<file path="src/rtl/vec_reg_pkg.sv">
// Shared constants and FSM encoding for the masked vector register file.
package vec_reg_pkg;

    localparam int unsigned DEF_REGISTER_SIZE     = 16;
    localparam int unsigned DEF_REGISTER_QUANTITY = 8;
    localparam int unsigned DEF_SELECTION_BITS    = 3;
    localparam int unsigned DEF_VECTOR_SIZE       = 4;

    typedef enum logic {
        IDLE  = 1'b0,
        CLEAR = 1'b1
    } state_t;

endpackage

</file>
<file path="src/rtl/vec_reg_file_masked_if.sv">
// Write/read/issue/clear bus of the masked vector register file.
interface vec_reg_file_masked_if
    import vec_reg_pkg::*;
#(
    parameter int unsigned registerSize     = DEF_REGISTER_SIZE,
    parameter int unsigned registerQuantity = DEF_REGISTER_QUANTITY,
    parameter int unsigned selectionBits    = DEF_SELECTION_BITS,
    parameter int unsigned vectorSize       = DEF_VECTOR_SIZE
) ();

    logic                               regWrEn;
    logic [selectionBits-1:0]           regToWrite;
    logic [vectorSize-1:0]              laneMask;
    logic [vectorSize*registerSize-1:0] regWriteData;
    logic [selectionBits-1:0]           rSel1;
    logic [selectionBits-1:0]           rSel2;
    logic [vectorSize*registerSize-1:0] reg1Out;
    logic [vectorSize*registerSize-1:0] reg2Out;
    logic                               issueEn;
    logic [selectionBits-1:0]           issueReg;
    logic                               clearReq;
    logic                               busy;
    logic [registerQuantity-1:0]        pending;
    logic                               hazard1;
    logic                               hazard2;

    modport master (
        output regWrEn, regToWrite, laneMask, regWriteData, rSel1, rSel2,
               issueEn, issueReg, clearReq,
        input  reg1Out, reg2Out, busy, pending, hazard1, hazard2
    );

    modport slave (
        input  regWrEn, regToWrite, laneMask, regWriteData, rSel1, rSel2,
               issueEn, issueReg, clearReq,
        output reg1Out, reg2Out, busy, pending, hazard1, hazard2
    );

endinterface

</file>
<file path="src/rtl/vec_lane_register.sv">
// One vector register: per-lane write enables, async reset, synchronous zero.
module vec_lane_register
    import vec_reg_pkg::*;
#(
    parameter int unsigned registerSize = DEF_REGISTER_SIZE,
    parameter int unsigned vectorSize   = DEF_VECTOR_SIZE
) (
    input  logic                               clk,
    input  logic                               reset,
    input  logic [vectorSize-1:0]              laneEn,
    input  logic                               zero,
    input  logic [vectorSize*registerSize-1:0] wrData,
    output logic [vectorSize*registerSize-1:0] q
);

    logic [vectorSize*registerSize-1:0] data_q;
    logic [vectorSize*registerSize-1:0] data_d;

    always_comb begin
        data_d = data_q;
        if (zero) begin
            data_d = '0;
        end else begin
            for (int unsigned j = 0; j < vectorSize; j++) begin
                if (laneEn[j]) begin
                    data_d[j*registerSize +: registerSize] = wrData[j*registerSize +: registerSize];
                end
            end
        end
    end

    always_ff @(posedge clk or posedge reset) begin
        if (reset) begin
            data_q <= '0;
        end else begin
            data_q <= data_d;
        end
    end

    assign q = data_q;

endmodule

</file>
<file path="src/rtl/vec_reg_file_masked.sv">
// Masked vector register file with write bypass, issue scoreboard and
// a sequential one-register-per-cycle clear sequence.
module vec_reg_file_masked
    import vec_reg_pkg::*;
#(
    parameter int unsigned registerSize     = DEF_REGISTER_SIZE,
    parameter int unsigned registerQuantity = DEF_REGISTER_QUANTITY,
    parameter int unsigned selectionBits    = DEF_SELECTION_BITS,
    parameter int unsigned vectorSize       = DEF_VECTOR_SIZE
) (
    input logic                  clk,
    input logic                  reset,
    vec_reg_file_masked_if.slave bus
);

    localparam int unsigned W = vectorSize * registerSize;
    localparam logic [selectionBits-1:0] LAST_IDX = selectionBits'(registerQuantity - 1);

    state_t                      state_q, state_d;
    logic [selectionBits-1:0]    clr_idx_q, clr_idx_d;
    logic [registerQuantity-1:0] pending_q, pending_d;
    logic                        busy_q, busy_d;

    logic         accept;
    logic [W-1:0] rf [registerQuantity];

    assign accept = bus.regWrEn && !busy_q;

    for (genvar i = 0; i < registerQuantity; i++) begin : g_reg
        vec_lane_register #(
            .registerSize(registerSize),
            .vectorSize  (vectorSize)
        ) u_reg (
            .clk   (clk),
            .reset (reset),
            .laneEn((accept && bus.regToWrite == selectionBits'(i)) ? bus.laneMask : '0),
            .zero  (busy_q && clr_idx_q == selectionBits'(i)),
            .wrData(bus.regWriteData),
            .q     (rf[i])
        );
    end

    // Issue is applied after the write-clear so a same-index collision leaves the bit set.
    always_comb begin
        state_d   = state_q;
        clr_idx_d = clr_idx_q;
        pending_d = pending_q;
        busy_d    = busy_q;
        case (state_q)
            IDLE: begin
                if (bus.clearReq) begin
                    state_d   = CLEAR;
                    busy_d    = 1'b1;
                    clr_idx_d = '0;
                    pending_d = '0;
                end else begin
                    if (accept)      pending_d[bus.regToWrite] = 1'b0;
                    if (bus.issueEn) pending_d[bus.issueReg]   = 1'b1;
                end
            end
            CLEAR: begin
                clr_idx_d = clr_idx_q + 1'b1;
                if (clr_idx_q == LAST_IDX) begin
                    state_d   = IDLE;
                    busy_d    = 1'b0;
                    clr_idx_d = '0;
                end
            end
            default: begin
                state_d = IDLE;
                busy_d  = 1'b0;
            end
        endcase
    end

    always_ff @(posedge clk or posedge reset) begin
        if (reset) begin
            state_q   <= IDLE;
            clr_idx_q <= '0;
            pending_q <= '0;
            busy_q    <= 1'b0;
        end else begin
            state_q   <= state_d;
            clr_idx_q <= clr_idx_d;
            pending_q <= pending_d;
            busy_q    <= busy_d;
        end
    end

    always_comb begin
        bus.reg1Out = rf[bus.rSel1];
        bus.reg2Out = rf[bus.rSel2];
        for (int unsigned j = 0; j < vectorSize; j++) begin
            if (accept && bus.laneMask[j]) begin
                if (bus.regToWrite == bus.rSel1)
                    bus.reg1Out[j*registerSize +: registerSize] = bus.regWriteData[j*registerSize +: registerSize];
                if (bus.regToWrite == bus.rSel2)
                    bus.reg2Out[j*registerSize +: registerSize] = bus.regWriteData[j*registerSize +: registerSize];
            end
        end
    end

    assign bus.busy    = busy_q;
    assign bus.pending = pending_q;
    assign bus.hazard1 = pending_q[bus.rSel1];
    assign bus.hazard2 = pending_q[bus.rSel2];

endmodule

</file>
<file path="src/flat_wrapper.sv">
// flat-port wrapper written by rule: the top's interface ports become plain ports
module vec_reg_file_masked_flat import vec_reg_pkg::*;
#(
    parameter int unsigned registerSize     = DEF_REGISTER_SIZE,
    parameter int unsigned registerQuantity = DEF_REGISTER_QUANTITY,
    parameter int unsigned selectionBits    = DEF_SELECTION_BITS,
    parameter int unsigned vectorSize       = DEF_VECTOR_SIZE
)
  (clk, reset, bus_regWrEn, bus_regToWrite, bus_laneMask, bus_regWriteData, bus_rSel1, bus_rSel2, bus_issueEn, bus_issueReg, bus_clearReq, bus_reg1Out, bus_reg2Out, bus_busy, bus_pending, bus_hazard1, bus_hazard2);
  vec_reg_file_masked_if #(.registerSize(registerSize), .registerQuantity(registerQuantity), .selectionBits(selectionBits), .vectorSize(vectorSize)) bus_i ();
  input logic clk;
  input logic reset;
  input wire logic [$bits(bus_i.regWrEn)-1:0] bus_regWrEn;
  input wire logic [$bits(bus_i.regToWrite)-1:0] bus_regToWrite;
  input wire logic [$bits(bus_i.laneMask)-1:0] bus_laneMask;
  input wire logic [$bits(bus_i.regWriteData)-1:0] bus_regWriteData;
  input wire logic [$bits(bus_i.rSel1)-1:0] bus_rSel1;
  input wire logic [$bits(bus_i.rSel2)-1:0] bus_rSel2;
  input wire logic [$bits(bus_i.issueEn)-1:0] bus_issueEn;
  input wire logic [$bits(bus_i.issueReg)-1:0] bus_issueReg;
  input wire logic [$bits(bus_i.clearReq)-1:0] bus_clearReq;
  output wire logic [$bits(bus_i.reg1Out)-1:0] bus_reg1Out;
  output wire logic [$bits(bus_i.reg2Out)-1:0] bus_reg2Out;
  output wire logic [$bits(bus_i.busy)-1:0] bus_busy;
  output wire logic [$bits(bus_i.pending)-1:0] bus_pending;
  output wire logic [$bits(bus_i.hazard1)-1:0] bus_hazard1;
  output wire logic [$bits(bus_i.hazard2)-1:0] bus_hazard2;
  assign bus_i.regWrEn = bus_regWrEn;
  assign bus_i.regToWrite = bus_regToWrite;
  assign bus_i.laneMask = bus_laneMask;
  assign bus_i.regWriteData = bus_regWriteData;
  assign bus_i.rSel1 = bus_rSel1;
  assign bus_i.rSel2 = bus_rSel2;
  assign bus_i.issueEn = bus_issueEn;
  assign bus_i.issueReg = bus_issueReg;
  assign bus_i.clearReq = bus_clearReq;
  assign bus_reg1Out = bus_i.reg1Out;
  assign bus_reg2Out = bus_i.reg2Out;
  assign bus_busy = bus_i.busy;
  assign bus_pending = bus_i.pending;
  assign bus_hazard1 = bus_i.hazard1;
  assign bus_hazard2 = bus_i.hazard2;
  vec_reg_file_masked #(.registerSize(registerSize), .registerQuantity(registerQuantity), .selectionBits(selectionBits), .vectorSize(vectorSize)) u_core (.clk(clk), .reset(reset), .bus(bus_i));
endmodule
</file>
<file path="config.mk">
export PLATFORM = sky130hd
export DESIGN_NAME = vec_reg_file_masked_flat
export DESIGN_NICKNAME = d
export VERILOG_FILES = /design/src/rtl/vec_reg_pkg.sv /design/src/rtl/vec_reg_file_masked_if.sv /design/src/rtl/vec_lane_register.sv /design/src/rtl/vec_reg_file_masked.sv /design/src/flat_wrapper.sv
export SDC_FILE = /design/constraint.sdc
export NUM_CORES = 1
export LEC_CHECK = 0
export ABC_AREA = 1
export BUFFER_PORTS_ARGS = -buffer_cell sky130_fd_sc_hd__clkbuf_2
export CAP_MARGIN = 20
export CORE_MARGIN = 4
export CORE_UTILIZATION = 49
export DETAILED_ROUTE_END_ITERATION = 6
export HOLD_SLACK_MARGIN = 0.02
export MAX_ROUTING_LAYER = met4
export PLACE_DENSITY = 0.78
export SYNTH_ARGS = -nofsm -noshare
export SYNTH_HDL_FRONTEND = slang
export SYNTH_SLANG_ARGS = --single-unit
</file>
<file path="constraint.sdc">
create_clock -name clk -period 28.2 [get_ports clk]
set_input_delay 5.64 -clock clk [delete_from_list [all_inputs] [get_ports clk]]
set_output_delay 5.64 -clock clk [all_outputs]
set_load 0.02 [all_outputs]
</file>
[Word-level counts from Yosys, hierarchy flattened]
Index checks and enable logic that the tools add are counted.
Storage, ports and cells
  flip-flop bits (word level): 525
  input port bits: 85
  output and inout bits: 139
  word-level logic and storage cells: 220
Operators by class
  add/sub/neg operators: 1
  magnitude comparators: 8
  equality and inequality tests: 18
  muxes and demuxes: 92
  bitwise logic cells: 6
  reductions and logical operators: 59
Operators by type and width (count)
  two-way mux 16 bit: 48
  two-way mux 64 bit: 12
  binary-select mux 64 bit (select 3 bit): 2
  nonzero test 2 bit: 32
  two-way mux 8 bit: 5
  two-way mux 4 bit: 8
  == test 3 bit, second input constant: 8
  logical AND 1 bit: 23
  less-than comparator 3 x 4 -> 1 bit, second input constant: 4
  == test 3 x 2 -> 1 bit, second input constant: 4
  bitwise AND 8 bit: 1
  >= comparator 4 bit, second input constant: 2
  two-way mux 1 bit: 8
  inverter 3 -> 4 bit: 2
  inverter 8 bit: 1
  OR 8 bit: 1
  binary-select mux 1 bit (select 3 bit): 2
  demux 1 bit (select 3 bit): 2
  == test 3 x 1 -> 1 bit, second input constant: 2
  == test 3 bit: 2
  >= comparator 3 x 1 -> 1 bit, second input constant: 2
  zero test 3 bit: 2
  two-way mux 3 bit: 2
  one-hot mux 3 bit (2 select lines): 1
  other kinds (6): 8

[Depth between registers and ports, before layout]
  depth in word-level cells: 12
  mapped depth: 10
  gate-level depth less buffers: 8

[Cells and area by module]
Synthesis repeated with hierarchy kept, for this count alone.
Second synthesis, totals
  cell total of the unflattened synthesis: 5040
  area total of the unflattened synthesis: 32354.8 um^2
By module, submodules not included
  vec_lane_register: instances 8, cells an instance 280, area each 2512.4 um^2, sequential area each 1601.5 um^2
  vec_reg_file_masked: instances 1, cells an instance 2800, area each 12255.5 um^2, sequential area each 325.3 um^2

[Worst setup path after synthesis]
No wires, ideal clock.
  kind: input to output
  start point: input bus_rSel2[1]
  end point: output bus_reg2Out[13]
  data arrival time: 7042 ps
  required time: 22560 ps
  setup slack: 15518 ps
  stages on the path: 7
  path buffers: 2
  path through: buf_2 xnor2_1 nand3_2 nor2_4 buf_4 nor2_1 nor2_1
On the way
  longest elaborated chain between the ends: 6
  elaborated cells on any way between the ends: 7
  classes of those cells: eq/ne: 1; mux: 5; bitwise: 1
RTL lines
  from (decl): RTL line flat_wrapper.sv:18  | input wire logic [$bits(bus_i.rSel2)-1:0] bus_rSel2;
  inverter 3 -> 4 bit (implied by the code): RTL line vec_reg_file_masked.sv:92  | bus.reg2Out = rf[bus.rSel2];
  binary-select mux 64 bit (select 3 bit): RTL line vec_reg_file_masked.sv:92
  two-way mux 64 bit (implied by the code) (2 in a row): RTL line vec_reg_file_masked.sv:92
  two-way mux 16 bit: RTL line vec_reg_file_masked.sv:97  | if (bus.regToWrite == bus.rSel2)
  two-way mux 16 bit *: RTL line vec_reg_file_masked.sv:94  | if (accept && bus.laneMask[j]) begin
  to (decl): RTL line flat_wrapper.sv:23  | output wire logic [$bits(bus_i.reg2Out)-1:0] bus_reg2Out;
Mark *: on every way between the ends. The rest lies on a longest branch, timed or not. The select of a mux whose other input is x is not followed.

[Final worst setup path]
  start point: input bus_rSel1[1]
  end point: output bus_reg1Out[31]
On the way
  longest elaborated chain between the ends: 6
  elaborated cells on any way between the ends: 7
  classes of those cells: eq/ne: 1; mux: 5; bitwise: 1
RTL lines
  from (decl): RTL line flat_wrapper.sv:17  | input wire logic [$bits(bus_i.rSel1)-1:0] bus_rSel1;
  inverter 3 -> 4 bit (implied by the code): RTL line vec_reg_file_masked.sv:91  | bus.reg1Out = rf[bus.rSel1];
  binary-select mux 64 bit (select 3 bit): RTL line vec_reg_file_masked.sv:91
  two-way mux 64 bit (implied by the code) (2 in a row): RTL line vec_reg_file_masked.sv:91
  two-way mux 16 bit: RTL line vec_reg_file_masked.sv:95  | if (bus.regToWrite == bus.rSel1)
  two-way mux 16 bit *: RTL line vec_reg_file_masked.sv:94
  to (decl): RTL line flat_wrapper.sv:22  | output wire logic [$bits(bus_i.reg1Out)-1:0] bus_reg1Out;
Marked as above.

==> impl_metrics.yaml <==
critical_path:
  cp.arrival_ps: 9140
  crit_required_ps: 22560
  crit_path_end_kind: "output pin"
  critPathKind: "in2out"
  start_kind: "input port"
  crit_fanout: 77
global_routing:
  antenna_found_initial: 6
  grt_max_degree: 176
  grt_pass1_wl_mm: 173
  grt_pass1_vias: 30098
  grtUsageTotal_pct: 33.2
  overflow: 0
synthesis:
  ys_warn_count: 0
  synth_cells: 4490
  syn-cell-area_um2: 30800
  synth.net_count: 4581
  avgSynthCellArea_um2: 6.85
  synth_top_area_share_pct: 42.7
  synth_top_area_cell: "dfrtp_1"
  synth_area_leaders: "dfrtp_1 (43%), nand3_1 (23%), nand2_1 (16%)"
  ys_seq_area_share_pct: 42.7
  synth_cell_types: 27
  ys_seq_elements: 525
power_and_ir_drop:
  peakVddDrop_uv: 62.5
  power_density_nw_per_um2: 73.4
  p_leak_nw: 15.9
clock_tree:
  cts_resized: 0
  post_cts_buffers: 0
  root_buffer: "clkbuf_16"
  cts.htree.levels: 2
  numCtsBuffers: 58
  clock-sinks: 525
  cts.reportedPaths.clkPinSlew_ps: 60
  cts_tree: "yes"
  cts.hold.buffers_added: 0
  clockBufferDepth: 3
  clk_latency_ps: 630
sta:
  fmax_mhz: 67.7
  slew_headroom_pct: 19.6
  finalSetupViolations: 0
  finalCritPeriodShare_pct: 52.4
  tightest_slew_ps: 1210
  finalSetupTns_ps: 0
  finalClockSkew_ps: 17.9
  grt_setup_unrepaired: "no"
  maxSlewViolCount: 0
  period_needed_ps: 14780
  hold_viol_final: 0
die:
  start_util_pct: 49.7
  die_h_um: 259
  fp.dieW_um: 259
  core_area_um2: 61900
  num_rows: 91
  dieArea_um2: 66800
  io_pins: 224
detailed_routing:
  first_pass_iters: 7
  initialDrtViolationCount: 4896
  drc: 4
  wl_mm: 112
  viasPerCell: 6.11
  num_vias: 32685
  ant_nets: 0
  post_drt_wl_per_cell_um: 20.9
cells_and_area:
  nFillCells: 5968
  area_delta_synth_final_pct: 10.8
  final_cells: 5349
  drive_gt1_share_pct: 9.08
  fin_nets: 4552
hold_path:
  hp-class: "reg2reg"
place:
  port_buffers: 223
  dp_hpwl_mm: 59.7
  placedCellCount: 5232
  gp_congestion: 0.904
status:
  violations: "design-rule violations"
  outcome: "finished with violations"
job:
  maxCapViolCount: 0
==> cells in the mapped netlist, drive strengths merged <==
master / instances
nand4: 8
a21oi: 11
o21ai: 531
clkinv: 1
inv: 202
o21a: 2
or2: 1
nor2: 97
nand2: 1307
ha: 6
xnor2: 2
nand3: 1422
dfrtp: 525
clkbuf: 307
o22ai: 4
buf: 63
a22oi: 1
==> worst max-delay path, cell delays in order <==
cell and delay (ps):
buf_6 610, buf_4 820, inv_6 450, buf_4 560, nand3_1 230, nand3_1 90, nand2_1 170, nor2_1 60
nor2_1 130, clkbuf_2 180
==> path summary, 6_finish.rpt <==
path                                                   startpoint                                      end  slack [ps]  cells past startpoint
worst max-delay path                                 bus_rSel1[1]                          bus_reg1Out[31]       13420                     10
max in group asynchronous                                   reset  u_core.g_reg[0].u_reg.q[42]$_DFFE_PP0P_       20560                      4
worst max register to register        u_core.bus.busy$_DFFE_PP0P_  u_core.g_reg[2].u_reg.q[48]$_DFFE_PP0P_       25220                      6
worst min-delay path            u_core.bus.pending[5]$_DFFE_PP0N_        u_core.bus.pending[5]$_DFFE_PP0N_         510                      2
worst min register to register  u_core.bus.pending[5]$_DFFE_PP0N_        u_core.bus.pending[5]$_DFFE_PP0N_         510                      2
min in group asynchronous                                   reset   u_core.g_reg[7].u_reg.q[6]$_DFFE_PP0P_        5220                      2
==> power breakdown <==
part           switching, mW  total [mW]  internal (mW)
sequential             0.132        1.04          0.911
clock                  0.320       0.761          0.440
combinational          0.481       0.699          0.218
==> registers in the layout, summed over array words and instances (netlist names) <==
register,flops
u_core.clr_idx_q,3
u_core.g.u_reg.q,512
u_core.state_q,1
u_core.bus.busy,1
u_core.bus.pending,8
==> logic make-up after synthesis <==
| family | after synthesis | synth area share, % |
|---|---|---|
| AO/OA/AOI/OAI | 549 | 8.97 |
| XOR/XNOR | 2 | 0.0814 |
| adder cells (fa/ha/maj) | 6 | 0.244 |
| buffers and inverters | 573 | 7.20 |
| flip-flops | 525 | 42.7 |
| AND/OR/NAND/NOR | 2835 | 40.8 |
==> placed cells by master, fill, tap and decap left out, types with 15 or more instances in the layout <==
cell,synthesis,final
buf_4,5,50
clkbuf_1,307,16
clkbuf_16,0,61
clkbuf_2,0,217
clkinv_2,0,15
dfrtp_1,525,525
inv_1,199,194
nand2_1,1306,1304
nand3_1,1414,1408
nor2_1,85,85
o21ai_0,485,485
o21ai_1,46,46
==> metal layers <==
metal | track usage [%] | vias up | wire (um)
met5 | - | - | 0
met4 | 14.5 | 0 | 5330
li1 | - | 14972 | -
met3 | 8.32 | 410 | 14700
met2 | 49.8 | 2229 | 49200
met1 | 43.0 | 15074 | 42600
==> layout make-up <==
type,count,area [um^2],share of cell area (%)
clock buffers,88,1740,5.10
clock inverters,17,141,0.415
repair buffers,281,1710,5.02
flip-flops and latches,525,13100,38.5
inverters,203,797,2.34
multi-input cells,3392,15500,45.5
diodes,6,15.0,0.0441
well taps,837,1050,3.07
==> stage by stage <==
stage                     worst slack (ps)  hold slack, ps  power, mW  area, um^2  util [%]
after CTS                            13490             515       2.49       34000      54.8
after global routing                 13380             553       2.63       34100      55.0
final                                13420             513       2.50       34100      55.0
after global placement               13370             490       1.71       32000      51.7
after floorplan                       7890             499       1.49       30800         -
after detailed placement             13480             499       1.73       32100      51.8
(Power assumes the default switching activity.)
